[config.mk]
export PLATFORM = sky130hd
export DESIGN_NAME = count_seg_scan_flat
export DESIGN_NICKNAME = d
export VERILOG_FILES = /design/src/rtl/count_disp_pkg.sv /design/src/rtl/count_seg_scan_if.sv /design/src/rtl/hex_to_seg7.sv /design/src/rtl/count_seg_scan.sv /design/src/flat_wrapper.sv
export SDC_FILE = /design/constraint.sdc
export NUM_CORES = 1
export LEC_CHECK = 0
export CORE_ASPECT_RATIO = 2
export CORE_UTILIZATION = 50
export CTS_CLUSTER_SIZE = 14
export DETAILED_ROUTE_END_ITERATION = 8
export PLACE_DENSITY_LB_ADDON = 0.15
export SYNTH_ARGS = -nofsm -noshare
export SYNTH_HDL_FRONTEND = slang
export SYNTH_HIERARCHICAL = 1
export SYNTH_SLANG_ARGS = --single-unit
[constraint.sdc]
create_clock -name clk -period 2.98 [get_ports clk]
set_input_delay 0.447 -clock clk [delete_from_list [all_inputs] [get_ports clk]]
set_output_delay 0.447 -clock clk [all_outputs]
set_load 0.01 [all_outputs]
[src/rtl/count_disp_pkg.sv]
// rtl/count_disp_pkg.sv - shared seven-segment glyphs, scan states and digit indices
package count_disp_pkg;

  // Active-low glyphs, bit0 = segment a .. bit6 = segment g
  localparam logic [6:0] SEG_0     = 7'h40;
  localparam logic [6:0] SEG_1     = 7'h79;
  localparam logic [6:0] SEG_2     = 7'h24;
  localparam logic [6:0] SEG_3     = 7'h30;
  localparam logic [6:0] SEG_4     = 7'h19;
  localparam logic [6:0] SEG_5     = 7'h12;
  localparam logic [6:0] SEG_6     = 7'h02;
  localparam logic [6:0] SEG_7     = 7'h78;
  localparam logic [6:0] SEG_8     = 7'h00;
  localparam logic [6:0] SEG_9     = 7'h10;
  localparam logic [6:0] SEG_A     = 7'h08;
  localparam logic [6:0] SEG_B     = 7'h03;
  localparam logic [6:0] SEG_C     = 7'h46;
  localparam logic [6:0] SEG_D     = 7'h21;
  localparam logic [6:0] SEG_E     = 7'h06;
  localparam logic [6:0] SEG_F     = 7'h0E;
  localparam logic [6:0] SEG_BLANK = 7'h7F;

  typedef enum logic {
    ST_SHOW  = 1'b0,
    ST_BLANK = 1'b1
  } scan_state_t;

  localparam logic [1:0] DIG_CNT  = 2'd0;
  localparam logic [1:0] DIG_ONES = 2'd1;
  localparam logic [1:0] DIG_TENS = 2'd2;
  localparam logic [1:0] DIG_OVF  = 2'd3;

endpackage

[src/rtl/count_seg_scan_if.sv]
// rtl/count_seg_scan_if.sv - counter input, wrap count and display signals of count_seg_scan
interface count_seg_scan_if;
  logic [3:0] cnt_in;
  logic       clr;
  logic       wrap_pulse;
  logic [3:0] wrap_tens;
  logic [3:0] wrap_ones;
  logic       ovf;
  logic [3:0] an;
  logic [6:0] seg;

  modport master (
    output cnt_in, clr,
    input  wrap_pulse, wrap_tens, wrap_ones, ovf, an, seg
  );

  modport slave (
    input  cnt_in, clr,
    output wrap_pulse, wrap_tens, wrap_ones, ovf, an, seg
  );
endinterface

[src/rtl/hex_to_seg7.sv]
// rtl/hex_to_seg7.sv - combinational 4-bit hex to active-low seven-segment decoder
module hex_to_seg7
  import count_disp_pkg::*;
(
  input  logic [3:0] hex,
  output logic [6:0] seg
);

  always_comb begin
    seg = SEG_BLANK;
    case (hex)
      4'h0: seg = SEG_0;
      4'h1: seg = SEG_1;
      4'h2: seg = SEG_2;
      4'h3: seg = SEG_3;
      4'h4: seg = SEG_4;
      4'h5: seg = SEG_5;
      4'h6: seg = SEG_6;
      4'h7: seg = SEG_7;
      4'h8: seg = SEG_8;
      4'h9: seg = SEG_9;
      4'hA: seg = SEG_A;
      4'hB: seg = SEG_B;
      4'hC: seg = SEG_C;
      4'hD: seg = SEG_D;
      4'hE: seg = SEG_E;
      4'hF: seg = SEG_F;
      default: seg = SEG_BLANK;
    endcase
  end

endmodule

[src/rtl/count_seg_scan.sv]
// rtl/count_seg_scan.sv - counter wrap detector, BCD wrap count and 4-digit display scanner
module count_seg_scan
  import count_disp_pkg::*;
#(
  parameter int REFRESH_DIV = 4
) (
  input  logic             clk,
  input  logic             rst,
  count_seg_scan_if.slave  bus
);

  localparam logic [15:0] PRESC_LAST = 16'(REFRESH_DIV - 1);

  logic [3:0]  cnt_q;
  logic        wrap_pulse_q;
  logic [3:0]  tens_q;
  logic [3:0]  ones_q;
  logic        ovf_q;
  logic        wrap_det;

  scan_state_t state, state_n;
  logic [15:0] presc, presc_n;
  logic [1:0]  idx, idx_n;

  logic [3:0]  digit_hex;
  logic [6:0]  digit_glyph;

  // Only an exact F->0 step counts; jumps and holds at F are ignored
  assign wrap_det = (cnt_q == 4'hF) && (bus.cnt_in == 4'h0);

  always_ff @(posedge clk) begin
    if (rst) begin
      cnt_q        <= 4'h0;
      wrap_pulse_q <= 1'b0;
      tens_q       <= 4'h0;
      ones_q       <= 4'h0;
      ovf_q        <= 1'b0;
    end else begin
      cnt_q        <= bus.cnt_in;
      wrap_pulse_q <= wrap_det;
      if (bus.clr) begin
        tens_q <= 4'h0;
        ones_q <= 4'h0;
        ovf_q  <= 1'b0;
      end else if (wrap_det) begin
        if (ones_q == 4'd9) begin
          ones_q <= 4'h0;
          if (tens_q == 4'd9) begin
            tens_q <= 4'h0;
            ovf_q  <= 1'b1;
          end else begin
            tens_q <= tens_q + 4'd1;
          end
        end else begin
          ones_q <= ones_q + 4'd1;
        end
      end
    end
  end

  always_ff @(posedge clk) begin
    if (rst) begin
      state <= ST_SHOW;
      presc <= 16'h0;
      idx   <= 2'd0;
    end else begin
      state <= state_n;
      presc <= presc_n;
      idx   <= idx_n;
    end
  end

  always_comb begin
    state_n = state;
    presc_n = presc;
    idx_n   = idx;
    case (state)
      ST_SHOW: begin
        if (presc == PRESC_LAST) begin
          presc_n = 16'h0;
          state_n = ST_BLANK;
        end else begin
          presc_n = presc + 16'd1;
        end
      end
      ST_BLANK: begin
        state_n = ST_SHOW;
        idx_n   = idx + 2'd1;
      end
      default: state_n = ST_SHOW;
    endcase
  end

  always_comb begin
    digit_hex = 4'hF;
    case (idx)
      DIG_CNT:  digit_hex = cnt_q;
      DIG_ONES: digit_hex = ones_q;
      DIG_TENS: digit_hex = tens_q;
      DIG_OVF:  digit_hex = 4'hF;
      default:  digit_hex = 4'hF;
    endcase
  end

  hex_to_seg7 u_dec (
    .hex (digit_hex),
    .seg (digit_glyph)
  );

  // Display is forced dark while rst is held, then driven straight from state
  always_comb begin
    bus.an  = 4'hF;
    bus.seg = SEG_BLANK;
    if (!rst && state == ST_SHOW) begin
      bus.an  = ~(4'b0001 << idx);
      bus.seg = (idx == DIG_OVF && !ovf_q) ? SEG_BLANK : digit_glyph;
    end
  end

  assign bus.wrap_pulse = wrap_pulse_q;
  assign bus.wrap_tens  = tens_q;
  assign bus.wrap_ones  = ones_q;
  assign bus.ovf        = ovf_q;

endmodule

[src/flat_wrapper.sv]
// flat-port wrapper written by rule: the top's interface ports become plain ports
module count_seg_scan_flat import count_disp_pkg::*;
#(
  parameter int REFRESH_DIV = 4
)
  (clk, rst, bus_cnt_in, bus_clr, bus_wrap_pulse, bus_wrap_tens, bus_wrap_ones, bus_ovf, bus_an, bus_seg);
  count_seg_scan_if bus_i ();
  input  logic clk;
  input  logic rst;
  input wire logic [$bits(bus_i.cnt_in)-1:0] bus_cnt_in;
  input wire logic [$bits(bus_i.clr)-1:0] bus_clr;
  output wire logic [$bits(bus_i.wrap_pulse)-1:0] bus_wrap_pulse;
  output wire logic [$bits(bus_i.wrap_tens)-1:0] bus_wrap_tens;
  output wire logic [$bits(bus_i.wrap_ones)-1:0] bus_wrap_ones;
  output wire logic [$bits(bus_i.ovf)-1:0] bus_ovf;
  output wire logic [$bits(bus_i.an)-1:0] bus_an;
  output wire logic [$bits(bus_i.seg)-1:0] bus_seg;
  assign bus_i.cnt_in = bus_cnt_in;
  assign bus_i.clr = bus_clr;
  assign bus_wrap_pulse = bus_i.wrap_pulse;
  assign bus_wrap_tens = bus_i.wrap_tens;
  assign bus_wrap_ones = bus_i.wrap_ones;
  assign bus_ovf = bus_i.ovf;
  assign bus_an = bus_i.an;
  assign bus_seg = bus_i.seg;
  count_seg_scan #(.REFRESH_DIV(REFRESH_DIV)) u_core (.clk(clk), .rst(rst), .bus(bus_i));
endmodule
==> results of run 1 <==
[metal layers]
layer | GRT usage | up-vias | share of wire
met1 | 0.218 | 829 | 0.34
met5 | 0 | - | 0
met3 | 0.0378 | 10 | 0.019
li1 | - | 881 | -
met4 | 0.108 | 0 | 0.024
met2 | 0.506 | 32 | 0.62
[cells in the final DEF (no fill, tap or decap), types with 2 or more instances in the layout]
cell type | netlist | layout
a21oi_1 | 6 | 6
a221o_1 | 4 | 4
a22o_1 | 2 | 2
a31oi_1 | 3 | 3
and4_1 | 2 | 2
buf_2 | 4 | 3
buf_4 | 0 | 26
buf_6 | 2 | 6
clkbuf_8 | 0 | 5
clkdlybuf4s50_1 | 0 | 20
clkinv_2 | 0 | 2
dfxtp_1 | 33 | 31
dfxtp_4 | 0 | 2
ha_1 | 13 | 6
ha_4 | 0 | 7
inv_1 | 9 | 4
inv_2 | 0 | 2
inv_4 | 0 | 3
mux2_2 | 5 | 2
mux2_4 | 0 | 3
mux2i_1 | 6 | 6
nand2_1 | 16 | 16
nand2b_1 | 2 | 2
nand4_1 | 7 | 7
nand4b_1 | 2 | 2
nor2_1 | 32 | 32
nor2b_1 | 7 | 7
nor3_1 | 3 | 3
nor3b_1 | 2 | 2
nor4_1 | 6 | 6
o21ai_0 | 5 | 4
or2_2 | 8 | 6
or2_4 | 0 | 2
or3_1 | 3 | 3
or3b_1 | 2 | 2
xnor2_1 | 11 | 11
xor2_1 | 6 | 6
[critical path, stage by stage (launching register included)]
cell,delay [ns]
dfxtp_4,0.38
inv_4,0.04
ha_4,0.16
a221o_1,0.30
mux2_4,0.33
buf_12,0.14
ha_4,0.16
mux4_2,0.46
or2_4,0.24
buf_6,0.12
[flip-flops by register name (all words and copies together) (netlist names)]
name and count:
u_core/idx 2, u_core/state 1, u_core/bus.wrap_tens 4, u_core/cnt_q 4, u_core/presc 16, u_core/bus.wrap_ones 4
u_core/bus.wrap_pulse 1, u_core/bus.ovf 1
[Yosys cell counts, types with 3 or more instances]
master    count  share of area
a21oi_1       6          0.015
a221o_1       4          0.020
a31oi_1       3         0.0095
buf_2         4          0.010
clkbuf_1      4         0.0076
dfxtp_1      33           0.33
ha_1         13          0.082
inv_1         9          0.017
mux2_2        5          0.028
mux2i_1       6          0.030
nand2_1      16          0.030
nand4_1       7          0.022
nor2_1       32          0.061
nor2b_1       7          0.022
nor3_1        3         0.0076
nor4_1        6          0.019
o21ai_0       5          0.013
or2_2         8          0.025
or3_1         3         0.0095
xnor2_1      11          0.049
xor2_1        6          0.027
[stage by stage]
step	power (uW)	TNS (ns)	area, um^2	utilization
3_5_place_dp	650	-1.75	2450	0.643
3_3_place_gp	646	-1.26	2450	0.643
5_1_grt	1050	-0.809	2680	0.705
2_1_floorplan	579	0	1980	-
4_1_cts	1000	-0.193	2670	0.702
6_report	994	-0.213	2680	0.705
[worst max path at each step]
| stage | to | slack, ns | cells after the start |
|---|---|---|---|
| 6_report | bus_seg[3] | -0.08 | 9 |
| 5_1_grt | bus_seg[0] | -0.16 | 11 |
| 4_1_cts | bus_seg[3] | -0.08 | 9 |
| 3_5_place_dp | bus_seg[0] | -0.37 | 11 |
| 3_3_place_gp | bus_seg[0] | -0.28 | 11 |
| 2_1_floorplan | bus_seg[3] | 0.17 | 9 |
[final cells by class]
cell class	instances	share of cell area
multi-input cells	170	0.493
flip-flops and latches	33	0.249
clock inverters	3	0.00654
well taps	51	0.0238
repair buffers	56	0.186
inverters	9	0.0154
clock buffers	5	0.0257
[power by group through the flow]
stage                     registers [uW]  clock network, uW  logic, uW
after floorplan                      472                  0        108
after global placement               480                  0        166
after detailed placement             481                  0        169
after CTS                            470                344        190
after global routing                 471                364        210
final                                470                330        194
[what timing repair did]
| item | 4_1_cts | 5_1_grt |
|---|---|---|
| hold buffers | 0 | 0 |
| endpoints found under the setup margin | 7 | 7 |
| setup buffers | 2 | 1 |
| resized for setup | 65 | 1 |
| pin swaps | 8 | 2 |
[logic make-up after synthesis]
logic type,after synthesis,share of synthesized area
DFF,33,0.334
muxes,12,0.0721
buffers and inverters,20,0.0481
adders and majority gates,13,0.0822
AOI/OAI and AO/OA,25,0.0879
and+or+nand+nor,103,0.300
xor gates and xnor gates,17,0.0753
==> metrics.cfg, run 1 <==
[detailed_routing]
wl_um = 4910
ant_nets = 0
via_count = 1752
drt_iter0_drc = 29
dr.pass1.iters = 4
viasPerCell = 5.36
wire_per_inst_um = 15.0
drc_errors = 0

[cts]
clk_pin_slew_ns = 0.08
cts_max_path_buffers = 2
htree_levels = 2
clock_sinks = 33
clock_tree.root_cell = clkbuf_8
cts_made_buffers = 5
clock_latency_ns = 0.29
cts_tree = built

[min_path]
hold_depth = 2
hold_path_class = reg -> reg
hold_path_end = u_core/presc[15]
hold_start = u_core/presc[15]

[sta]
slew_headroom = 0.538
fin_crit_ns = 3.06
rsz0062_at_grt = true
max_freq_mhz = 326
hold_viol_final = 0
tightest_slew_ns = 0.686
setup_violations = 5
timing.final.ws_setup_ns = -0.0837
fin_hold_ws_ns = 0.504
finalCritPeriodShare = 1.03
skew_ns = 0.00890
slew_viol_final = 0

[status]
outcome = finished with violations
violations = setup timing

[setup_path]
critical_path_arrival_ns = 2.62
cp_max_fo = 4
r2r_end = u_core/presc[13]
reg2reg_depth = 5
cp-end-kind = output port
path_class = reg -> out
worstPathRequired_ns = 2.53
worstReg2RegStart = u_core/presc[0]
crit_path_start_kind = flip-flop
cp-startpoint = u_core/idx[1]
reg2reg_slack_ns = 1.16

[synth]
synth_nets = 243
yosysWarningCount = 6
synthCells = 223
syn_avg_cell_area_um2 = 8.87
ys_seq_area_frac = 0.334
synthArstFlopShare = 0
synth_seq_cells = 33
synth.distinct_cells = 46
synth_edf_count = 0
syn_area_mm2 = 0.00198
synthFlopType = dfxtp_1

[power]
powerDensity_mw_per_mm2 = 371
clockPowerShare = 0.332
irDropWorstVdd_mv = 0.391
pwr-share-comb = 0.195
p_int_uw = 719
seqPwrFrac = 0.473
swShare = 0.276
leakagePower_uw = 0.00104
p_sw_uw = 274

[placed_design]
place_congestion = 0.785
io_buffers = 27
dpl_worst_slack_ns = -0.372
hpwl_um = 3670
dp_cells = 316

[global_route]
grt_first_pass_wirelength_um = 7730
grt_pass1_vias = 1699
overflow = 0
grt_usage = 0.256
grt_start_max_net_pins = 17
antenna_found_initial = 0

[die]
initial_core_util = 0.520
dieArea_mm2 = 0.00423
io_pins = 28
die_w_um = 46.5
core_mm2 = 0.00380
die_h_um = 91.0
rows = 32

[finish]
syn_to_final_growth_pct = 35.5
nets = 295
multi_input_area_mm2 = 0.00132
antenna_cells = 0
drive_gt1_frac = 0.279
regArea_um2 = 668
fin_cells = 327
n_fill_cell = 327

[job]
maxCapViolCount = 0

Note: power is estimated with default switching activity, not from simulation.
==> run 2, diff against run 1 <==
GPL_TIMING_DRIVEN = 0   (was not set)
SLEW_MARGIN = 30   (was not set)
==> run 2 against run 1 <==
Compared with the run above:
- the flow still finishes with violations (setup timing)
- design area fell by 4.4%
- power fell by 3.6%
- first-iteration DRC count rose by 6.9%
- sequential share of layout area rose by 1.1 points
- worst setup slack got worse by 0.060 ns
- critical path depth rose by 2
- largest cell class unchanged
==> metrics.cfg, run 2 (synthesis results as in run 1) <==
[setup_path]
cp-end-kind = output port
cpMostUsedCell = ha_4
cp.depth = 11
r2r_end = u_core/presc[8]
crit_path_start_kind = flip-flop
worstReg2RegStart = u_core/presc[1]
reg2reg_depth = 7
reg2reg_slack_ns = 1.22
cp_top_family = simple AND/OR/NAND/NOR gates
worstPathRequired_ns = 2.53
cp_max_fo = 5
path_class = reg -> out
critical_path_arrival_ns = 2.68
crit_path_top_delay_cell = dfxtp_4
critical-path-max-stage-delay_ns = 0.39
critPathBufInv = 3
crit_chain = inv_4, ha_4, a221o_1, mux2_4, inv_6, ha_4, and2b_2, or3b_1, o21ai_1, or2_4, buf_6

[cts]
clk_pin_slew_ns = 0.06
cts_tree = built
ctsHoldBuffers = 0
clock_latency_ns = 0.28
htree_levels = 2
cts_max_path_buffers = 2
clock_tree.root_cell = clkbuf_8
cts_made_buffers = 5
clock_sinks = 33

[sta]
slew_headroom = 0.514
tightest_slew_ns = 0.722
slew_viol_final = 0
final.setup.tns_ns = -0.580
skew_ns = 0.00797
timing.final.ws_setup_ns = -0.144
finalCritPeriodShare = 1.05
rsz0062_at_grt = true
fin_hold_ws_ns = 0.505
hold_viol_final = 0
max_freq_mhz = 320
setup_violations = 6
fin_crit_ns = 3.12

[die]
rows = 32
io_pins = 28
die_w_um = 46.5
die_h_um = 91.0
core_mm2 = 0.00380
dieArea_mm2 = 0.00423
initial_core_util = 0.520

[finish]
final_common_cell = nor2_1
final_cell_mix = nor2_1 (32), dfxtp_1 (31), clkdlybuf4s50_1 (20), nand2_1 (16), xnor2_1 (11)
top_register = u_core/presc
syn_to_final_growth_pct = 29.5
nets = 286
final_area_mm2 = 0.00256
largest_reg_flops = 16
antenna_cells = 0
drive_gt1_frac = 0.234

[global_route]
grt_start_max_net_pins = 12
antenna_found_initial = 0
met2_usage = 0.435
overflow = 0
grt_first_pass_wirelength_um = 6990
grt_usage = 0.228
grt_use_met1 = 0.182
grt_busiest_layer = met2
grt_pass1_vias = 1618
gr-usage-met3 = 0.0537

[min_path]
hold_path_class = reg -> reg
hold_start = u_core/bus.wrap_tens[3]
hold_path_end = u_core/bus.wrap_tens[3]
hold_depth = 2

[detailed_routing]
dr.pass1.iters = 4
ant_nets = 0
wl_um = 4530
drt_iter0_drc = 31
drc_errors = 0
viasPerCell = 5.46
wire_per_inst_um = 14.3
via_count = 1726

[placed_design]
place_congestion = 0.824
dpl_worst_slack_ns = -0.539
place_area_mm2 = 0.00231
io_buffers = 27
hpwl_um = 3200

[power]
powerDensity_mw_per_mm2 = 374
leakagePower_uw = 0.000961
irDropWorstVdd_mv = 0.394

[status]
violations = setup timing
outcome = finished with violations

[job]
maxCapViolCount = 0

-- run 2: tightest hold or removal path: cells and delay by family, from the launching register on --
kind / cells / cell delay (ns)
AOI/OAI and AO/OA: 1 / 0.06
and+or+nand+nor: 1 / 0.07
DFF: 1 / 0.34
-- run 2: worst max-delay path by stage --
| stage | from | end | slack [ns] |
|---|---|---|---|
| 5_1_grt | u_core/idx[1] | bus_seg[0] | -0.21 |
| 3_5_place_dp | u_core/idx[0] | bus_seg[0] | -0.54 |
| 3_3_place_gp | u_core/idx[1] | bus_seg[0] | -0.52 |
| 4_1_cts | u_core/idx[1] | bus_seg[0] | -0.08 |
| 2_1_floorplan | u_core/idx[1] | bus_seg[3] | 0.17 |
| 6_report | u_core/idx[1] | bus_seg[0] | -0.14 |
-- run 2: metal layers --
metal	part of all wire	vias to the layer above	routed length (um)
met3	0.029	14	132
met5	0	-	0
li1	-	861	-
met2	0.59	33	2690
met4	0.035	0	158
met1	0.34	818	1550
-- run 2: area by class of cell --
type                       count  area [um^2]
clock buffer                   5         68.8
timing repair buffer          37          342
buffer                        10         57.6
inverter                       9         46.3
clock inverter                 1         5.00
fill                         318         1240
tap                           51         63.8
sequential                    33          668
multi-input combinational    170         1310
-- run 2: metrics by stage --
step,std cells,power [uW],util
2_1_floorplan,223,579,-
3_3_place_gp,301,633,0.608
3_5_place_dp,301,635,0.608
4_1_cts,312,960,0.659
5_1_grt,316,1010,0.674
6_report,316,957,0.674
-- run 2: power by group --
part / leakage, uW / internal (uW) / switching (uW)
Combinational: 0.000652 / 98.7 / 92.0
Clock: 0.0000399 / 153 / 149
Sequential: 0.000269 / 453 / 11.6
Total: 0.000961 / 705 / 252
-- run 2: repair_timing --
item | in CTS | in global routing
buffers inserted | 6 | 4
pin swaps | 10 | 4
endpoints found under the setup margin | 7 | 7
gates resized for setup | 62 | 4
==> run 3, diff against run 2 <==
DONT_BUFFER_PORTS = 1   (was not set)
==> run 3 against run 2 <==
Compared with the run above:
- routed wire length down 5.2%
- the flow still finishes with violations (setup timing)
- clock-buffer cell count did not move
- sequential cell count unchanged
- via count shrank 6.9%
- critical path depth down 3
- sequential share of layout area increased by 2.8 points
==> metrics.cfg, run 3 (synthesis results as in run 1) <==
[power]
p_int_uw = 860
finalPower_uw = 1110
swShare = 0.229
seqPwrFrac = 0.416
pwr-share-comb = 0.138
powerDensity_mw_per_mm2 = 481
p_sw_uw = 255
leakagePower_uw = 0.000871
clockPowerShare = 0.446
irDropWorstVdd_mv = 0.554

[setup_path]
critPathBufInv = 1
cp-end-kind = output port
cp_top_family = multiplexers
critical-path-max-stage-delay_ns = 0.38
crit_chain = inv_4, ha_4, a221o_1, mux2_4, ha_2, mux2_2, a22o_1, or2_2
crit_path_top_delay_cell = dfxtp_4
path_class = reg -> out
crit_path_start_kind = flip-flop
worstPathRequired_ns = 2.53
cp_max_fo = 5
critical_path_arrival_ns = 2.55

[sta]
slew_headroom = 0.491
slew_viol_final = 0
hold_viol_final = 0
tightest_slew_ns = 0.755
skew_ns = 0.0106
final.setup.tns_ns = -0.0137
rsz0062_at_grt = true
fin_crit_ns = 2.99
timing.final.ws_setup_ns = -0.0137
max_freq_mhz = 334
finalCritPeriodShare = 1.00
setup_violations = 1

[cts]
clock_latency_ns = 0.29
clock_tree.root_cell = clkbuf_8
htree_levels = 2
clock_sinks = 33
cts_tree = built
cts_made_buffers = 5
cts_max_path_buffers = 2
clk_pin_slew_ns = 0.06

[finish]
nets = 258
antenna_cells = 0
syn_to_final_growth_pct = 17.1
final_common_cell = nor2_1
drive_gt1_frac = 0.230
largest_reg_flops = 16
final_cell_mix = nor2_1 (32), dfxtp_1 (31), nand2_1 (16), xnor2_1 (11), buf_4 (8)
finish.utilization = 0.609
fin_cells = 290
top_register = u_core/presc

[detailed_routing]
drt_iter0_drc = 25
ant_nets = 0
via_count = 1607
viasPerCell = 5.54
wire_per_inst_um = 14.8
wl_um = 4290
dr.pass1.iters = 4
drc_errors = 0

[die]
die_h_um = 91.0
io_pins = 28
initial_core_util = 0.520
core_mm2 = 0.00380
die_w_um = 46.5
dieArea_mm2 = 0.00423
rows = 32

[job]
maxCapViolCount = 0

[placed_design]
dp_cells = 274
io_buffers = 0
hpwl_um = 3210
place_congestion = 0.777
dpl_worst_slack_ns = -0.0690

[global_route]
overflow = 0
antenna_found_initial = 0
grt_start_max_net_pins = 12
grt_pass1_vias = 1574
grt_usage = 0.228
grt_first_pass_wirelength_um = 7050

[status]
outcome = finished with violations
violations = setup timing

[min_path]
hold_path_class = in -> reg

==> run 3: changes by cell type in the layout (fill, tap and decap cells not counted), sizes merged <==
cell,before,now
clkdlybuf4s50,20,0
buf,24,16
bufinv,0,2
==> run 3: final timing paths <==
kind / startpoint / end / slack, ns / depth (start not counted)
max: u_core/idx[1] / bus_seg[6] / -0.01 / 8
min: bus_cnt_in[0] / u_core/cnt_q[0] / 0.30 / 1
max reg2reg: u_core/presc[0] / u_core/presc[14] / 1.22 / 7
min reg2reg: u_core/presc[15] / u_core/presc[15] / 0.50 / 2
==> run 3: metal layers <==
layer | share of wire | track usage | vias to the layer above
li1 | - | - | 806
met1 | 0.35 | 0.207 | 743
met2 | 0.58 | 0.420 | 45
met3 | 0.049 | 0.0636 | 13
met4 | 0.028 | 0.100 | 0
met5 | 0 | 0 | -
==> run 3: timing repair <==
item / in CTS / in global routing
buffers inserted: 7 / 1
resized for setup: 25 / 8
pin swaps: 7 / 0
hold buffers: 0 / 0
hold endpoints to repair: 0 / 0
endpoints found under the setup margin: 7 / 7
==> run 3: area by class of cell <==
class,count,area [um^2]
clock buffers,5,68.8
clock inverters,3,65.1
flip-flops and latches,33,668
inverters,9,41.3
repair buffers,8,60.1
well taps,51,63.8
plain buffers,11,62.6
fillers,330,1490
multi-input cells,170,1290
==> run 3: through the flow <==
stage	hold WS (ns)	area (um^2)
after floorplan	0.452	1980
after global placement	0.477	2040
after detailed placement	0.485	2040
after CTS	0.294	2300
after global routing	0.288	2320
final	0.297	2320
==> run 3: power by group through the flow <==
stage                     Combinational [uW]  Clock [uW]  Sequential, uW
after floorplan                          108           0             472
after global placement                   127           0             474
after detailed placement                 129           0             474
after CTS                                147         514             464
after global routing                     171         524             466
final                                    153         497             464
